--- config.mk ---
export PLATFORM = sky130hd
export DESIGN_NAME = mem_stage
export DESIGN_NICKNAME = d
export VERILOG_FILES = /design/src/rtl/mem_stage.sv
export SDC_FILE = /design/constraint.sdc
export NUM_CORES = 1
export LEC_CHECK = 0
export CAP_MARGIN = 5
export CORE_MARGIN = 4
export CORE_UTILIZATION = 45
export CTS_CLUSTER_DIAMETER = 80
export DETAILED_ROUTE_END_ITERATION = 8
export PLACE_DENSITY_LB_ADDON = 0.1
export SYNTH_ARGS = -nofsm -noshare
export SYNTH_HDL_FRONTEND = slang
export SYNTH_SLANG_ARGS = --single-unit
export TNS_END_PERCENT = 30
--- constraint.sdc ---
create_clock -name clk -period 3.1 [get_ports clk]
set_input_delay 0.62 -clock clk [delete_from_list [all_inputs] [get_ports clk]]
set_output_delay 0.62 -clock clk [all_outputs]
set_load 0.05 [all_outputs]
--- src/rtl/mem_stage.sv ---
// RV32I memory-access stage with MEM/WB pipeline register.
// Drives a req/ack data bus, formats load data and stalls upstream while a transfer is pending.
module mem_stage #(
    parameter int TIMEOUT_CYCLES = 16
) (
    input  logic        clk,
    input  logic        rst,
    input  logic        MEM_Valid,
    input  logic        MEM_RegWrite,
    input  logic [4:0]  MEM_RD,
    input  logic [1:0]  MEM_RegWriteSrc,
    input  logic        MEM_MemRead,
    input  logic        MEM_MemWrite,
    input  logic [2:0]  MEM_Funct3,
    input  logic [31:0] MEM_AluResult,
    input  logic [31:0] MEM_WriteData,
    input  logic [31:0] MEM_PCPlus4,
    output logic        MEM_Stall,
    output logic        MEM_Misaligned,
    output logic        MEM_BusError,
    output logic        dmem_req,
    output logic        dmem_we,
    output logic [31:0] dmem_addr,
    output logic [3:0]  dmem_be,
    output logic [31:0] dmem_wdata,
    input  logic        dmem_ack,
    input  logic [31:0] dmem_rdata,
    output logic        WB_RegWrite,
    output logic [4:0]  WB_RD,
    output logic [1:0]  WB_RegWriteSrc,
    output logic [31:0] WB_AluResult,
    output logic [31:0] WB_ReadData,
    output logic [31:0] WB_PCPlus4
);

    typedef enum logic {IDLE, REQ} state_t;

    localparam int CW = (TIMEOUT_CYCLES > 1) ? $clog2(TIMEOUT_CYCLES) : 1;

    state_t        state_reg, state_next;
    logic [CW-1:0] timeout_cnt_reg;
    logic          ld_load_reg;
    logic [2:0]    ld_funct3_reg;
    logic [1:0]    ld_lo_reg;

    logic        memop, funct3_legal, addr_misaligned, bad_access, timed_out;
    logic        start_req, wb_take;
    logic [3:0]  req_be;
    logic [31:0] req_wdata;
    logic [7:0]  lane_byte;
    logic [15:0] lane_half;
    logic [31:0] load_fmt;

    assign memop = MEM_Valid & (MEM_MemRead | MEM_MemWrite);
    assign funct3_legal = MEM_MemRead
        ? (MEM_Funct3 == 3'b000 || MEM_Funct3 == 3'b001 || MEM_Funct3 == 3'b010 ||
           MEM_Funct3 == 3'b100 || MEM_Funct3 == 3'b101)
        : (MEM_Funct3 == 3'b000 || MEM_Funct3 == 3'b001 || MEM_Funct3 == 3'b010);
    assign addr_misaligned = (MEM_Funct3[1:0] == 2'b01 && MEM_AluResult[0]) ||
                             (MEM_Funct3[1:0] == 2'b10 && MEM_AluResult[1:0] != 2'b00);
    assign bad_access = ~funct3_legal | addr_misaligned;
    assign timed_out  = (TIMEOUT_CYCLES > 0) && (int'(timeout_cnt_reg) == TIMEOUT_CYCLES - 1);

    // Per-lane byte enable and store data; halfwords replicate into both halves.
    genvar gi;
    generate
        for (gi = 0; gi < 4; gi++) begin : g_lane
            assign req_be[gi] = MEM_MemRead ? 1'b1 :
                                (MEM_Funct3[1:0] == 2'b00) ? (MEM_AluResult[1:0] == 2'(gi)) :
                                (MEM_Funct3[1:0] == 2'b01) ? (MEM_AluResult[1] == (gi >= 2)) :
                                1'b1;
            assign req_wdata[8*gi +: 8] = MEM_MemRead ? 8'h00 :
                                (MEM_Funct3[1:0] == 2'b00) ? MEM_WriteData[7:0] :
                                (MEM_Funct3[1:0] == 2'b01) ? MEM_WriteData[8*(gi%2) +: 8] :
                                MEM_WriteData[8*gi +: 8];
        end
    endgenerate

    always_comb begin
        lane_byte = dmem_rdata[{ld_lo_reg, 3'b000} +: 8];
        lane_half = dmem_rdata[{ld_lo_reg[1], 4'b0000} +: 16];
        case (ld_funct3_reg)
            3'b000:  load_fmt = {{24{lane_byte[7]}}, lane_byte};
            3'b001:  load_fmt = {{16{lane_half[15]}}, lane_half};
            3'b100:  load_fmt = {24'h000000, lane_byte};
            3'b101:  load_fmt = {16'h0000, lane_half};
            default: load_fmt = dmem_rdata;
        endcase
    end

    always_ff @(posedge clk) begin
        if (rst) state_reg <= IDLE;
        else     state_reg <= state_next;
    end

    always_comb begin
        state_next     = state_reg;
        MEM_Stall      = 1'b0;
        MEM_Misaligned = 1'b0;
        MEM_BusError   = 1'b0;
        start_req      = 1'b0;
        wb_take        = 1'b0;
        case (state_reg)
            IDLE: begin
                if (memop) begin
                    if (bad_access) begin
                        MEM_Misaligned = ~rst;
                    end else begin
                        MEM_Stall  = 1'b1;
                        start_req  = 1'b1;
                        state_next = REQ;
                    end
                end else begin
                    wb_take = 1'b1;
                end
            end
            REQ: begin
                // A completing ack takes priority over an expiring timeout.
                if (dmem_ack) begin
                    wb_take    = 1'b1;
                    state_next = IDLE;
                end else if (timed_out) begin
                    MEM_BusError = ~rst;
                    state_next   = IDLE;
                end else begin
                    MEM_Stall = 1'b1;
                end
            end
            default: state_next = IDLE;
        endcase
    end

    always_ff @(posedge clk) begin
        if (rst) begin
            dmem_req        <= 1'b0;
            dmem_we         <= 1'b0;
            dmem_addr       <= 32'h0;
            dmem_be         <= 4'h0;
            dmem_wdata      <= 32'h0;
            ld_load_reg     <= 1'b0;
            ld_funct3_reg   <= 3'b000;
            ld_lo_reg       <= 2'b00;
            timeout_cnt_reg <= '0;
        end else if (start_req) begin
            dmem_req        <= 1'b1;
            dmem_we         <= MEM_MemWrite & ~MEM_MemRead;
            dmem_addr       <= {MEM_AluResult[31:2], 2'b00};
            dmem_be         <= req_be;
            dmem_wdata      <= req_wdata;
            ld_load_reg     <= MEM_MemRead;
            ld_funct3_reg   <= MEM_Funct3;
            ld_lo_reg       <= MEM_AluResult[1:0];
            timeout_cnt_reg <= '0;
        end else if (state_reg == REQ) begin
            if (state_next == IDLE) dmem_req <= 1'b0;
            else                    timeout_cnt_reg <= timeout_cnt_reg + CW'(1);
        end
    end

    // Anything other than a completing instruction becomes a bubble.
    always_ff @(posedge clk) begin
        if (rst || !wb_take) begin
            WB_RegWrite    <= 1'b0;
            WB_RD          <= 5'd0;
            WB_RegWriteSrc <= 2'b00;
            WB_AluResult   <= 32'h0;
            WB_ReadData    <= 32'h0;
            WB_PCPlus4     <= 32'h0;
        end else begin
            WB_RegWrite    <= MEM_RegWrite & MEM_Valid;
            WB_RD          <= MEM_RD;
            WB_RegWriteSrc <= MEM_RegWriteSrc;
            WB_AluResult   <= MEM_AluResult;
            WB_ReadData    <= (state_reg == REQ && ld_load_reg) ? load_fmt : 32'h0;
            WB_PCPlus4     <= MEM_PCPlus4;
        end
    end

endmodule

==> flow_summary.yaml <==
status:
  outcome: "finished clean"
cts:
  cts_hold_buf: 0
  cts_setup_buffers: 0
  root_buffer: "clkbuf_16"
  cts_made_buffers: 17
  cts_tree: "done"
  clock_path_buffers: 2
  clkLatencyLatePin_ps: 430
  htreeDepth: 4
  post_cts_resized: 0
  clk_pin_slew_ps: 70
  cts_sinks: 183
cells_and_area:
  drive_above_1_share_pct: 8.69
  n_antenna_cell: 0
  finalNonFillerCells: 1247
  area_growth_pct: 57.6
  num-nets-final: 1193
  fin_util_pct: 72.2
global_routing:
  grt.total_usage_pct: 24.5
  overflow: 0
  grt_pass1_vias: 6382
  antenna_found_initial: 0
  grt_first_pass_wirelength_um: 34400
  grt_max_degree: 58
setup_path:
  crit_path_start_kind: "input pin"
  arrival_ps: 2140
  end_kind: "output pin"
  crit_path_max_fanout: 8
  rrSetupSlack_ps: 1260
  cp.required_ps: 2480
  critPathKind: "input pin to output pin"
routing:
  dr.pass1.iters: 4
  wl_per_cell_um: 17.7
  vias: 6563
  remaining_drc_errors: 0
  viasPerCell: 5.26
  drt_wl_total_um: 22100
  ant_nets: 0
  drtIter0Drc: 432
timing:
  finClkSkew_ps: 8.51
  max_slew_margin_pct: 38.9
  fmax_ghz: 0.362
  grt_setup_unrepaired: "no"
  finalHoldViolations: 0
  slew_viol_final: 0
  period_share_pct: 89.1
  holdWs_ps: 472
  fin_crit_ps: 2760
  tightest_slew_ps: 914
  setup_viol: 0
placement:
  dpl.cell_count: 1216
  place_congestion: 0.856
  detailed_place_hpwl_um: 15900
  io_buffers: 319
power_and_ir_drop:
  intPower_mw: 4.16
  switching_power_mw: 1.59
  clkPwrFrac_pct: 38.8
  ir_worst_vdd_mv: 0.376
  combinationalPowerShare_pct: 18.3
  seq_power_share_pct: 42.9
  cellLeakagePower_nw: 4.00
  p_total_mw: 5.76
  power_density_mw_per_mm2: 526
  swShare_pct: 27.7
min_path:
  min_path_type: "register to register"
job:
  cap_violations: 0
logic_synthesis:
  synth.top_cell.area_share_pct: 52.8
  syn_avg_cell_area_um2: 9.21
  synth_seq_cells: 183
  seq_area_frac_synth_pct: 52.8
  synth.distinct_cells: 41
  syn_area_mm2: 0.00694
  yosys.area.top_type: "dfxtp_1"
  synth_cells: 754
  synth_area_leaders: "dfxtp_1 53%, a21oi_1 6.9%, and2_1 6.3%"
  yosys_warnings: 0
floorplanning:
  ios: 322
  rows: 45
  die_area_mm2: 0.0175
  fp.dieW_um: 132
  die_h_um: 132
  start_util_pct: 45.8
  core-area_mm2: 0.0151
[power groups by stage]
stage / clock network [mW] / logic, mW / registers, mW
2_1_floorplan: 0 / 0.294 / 2.81
3_3_place_gp: 0 / 1.05 / 2.52
3_5_place_dp: 0 / 1.05 / 2.52
4_1_cts: 2.26 / 1.06 / 2.47
5_1_grt: 2.35 / 1.11 / 2.48
6_report: 2.23 / 1.05 / 2.47
[per-layer routing]
layer / vias up / global-route usage (%) / wire length [µm]
met5: - / 0 / 0
met4: 0 / 8.20 / 549
met3: 42 / 8.93 / 2030
met2: 285 / 42.2 / 10900
met1: 3011 / 28.3 / 8590
li1: 3225 / - / -
[cell usage in the layout (no fill, tap or decap), types with 4 or more instances in the layout]
cell type	synthesis	routed
a21oi_1	96	96
a311oi_1	4	4
a31oi_1	8	8
and2_1	70	70
buf_12	0	4
buf_4	2	24
clkbuf_16	0	17
clkdlybuf4s50_1	0	315
dfxtp_1	183	183
inv_1	4	4
inv_6	0	4
mux2_2	15	15
mux2i_1	20	20
nand2_1	44	44
nand2b_1	20	20
nand3_1	35	35
nand4_1	15	15
nand4b_1	11	11
nor2_1	13	13
nor2b_1	4	4
nor3_1	13	11
o21ai_0	87	87
o221a_2	7	7
or4_1	9	9
[kinds of logic (layout without fill, tap and decap cells)]
kind of cell | count (synthesis) | after routing | synth area share (%)
flip-flops | 183 | 183 | 52.8
XOR/XNOR | 3 | 3 | 0.379
buffers and inverters | 75 | 379 | 4.34
multiplexers | 36 | 36 | 5.64
AO/OA/AOI/OAI | 212 | 212 | 16.7
adder cells (fa/ha/maj) | 1 | 1 | 0.180
AND/OR/NAND/NOR | 243 | 243 | 19.9
other | 1 | 2 | 0.0540
[area by class of cell]
type,instances,area [µm²]
clock buffers,18,439
clock inverters,13,170
fillers,1144,4210
inverters,4,15.0
multi-input cells,497,3000
flip-flops and latches,183,3660
well taps,188,235
repair buffers,344,3420
[path summary, 6_finish.rpt]
| check | startpoint | end | cells past startpoint |
|---|---|---|---|
| min | dmem_wdata[21] | dmem_wdata[21] | 2 |
| max reg2reg | ld_funct3_reg[0] | WB_ReadData[5] | 4 |
| max | MEM_Funct3[0] | MEM_Misaligned | 5 |
| min reg2reg | dmem_wdata[21] | dmem_wdata[21] | 2 |
[synth_stat cells (all sizes together)]
cell type and n:
a31oi 8, nand3 35, a21oi 98, o21bai 1, mux4 1, conb 1
ha 1, nor2b 4, a21o 1, nor4 4, xor2 3, mux2 15
a211o 1, and3 2, o21ai 87, clkbuf 56, mux2i 20, and2 70
nor3 13, buf 15, nand4b 11, o31ai 2, a311oi 4, or4 9
nand2b 20, nand2 44, and4b 1, inv 4, nand4 15, dfxtp 183
nor2 14, o221a 7, o211a 1, nor3b 1, o211ai 2
[critical path, stage by stage]
cell             delay, ps
clkdlybuf4s50_1        690
a21oi_2                150
a21o_2                 270
nor3_2                 230
buf_12                 170
[through the flow]
step	setup WS [ps]	setup TNS, ps	area, µm²
finish	337	0	10900
global placement	338	0	10300
CTS	326	0	10900
global route	224	0	10900
detailed placement	330	0	10300
floorplan	-5.33	-5.33	6950
Note: power is estimated with default switching activity, not from simulation.
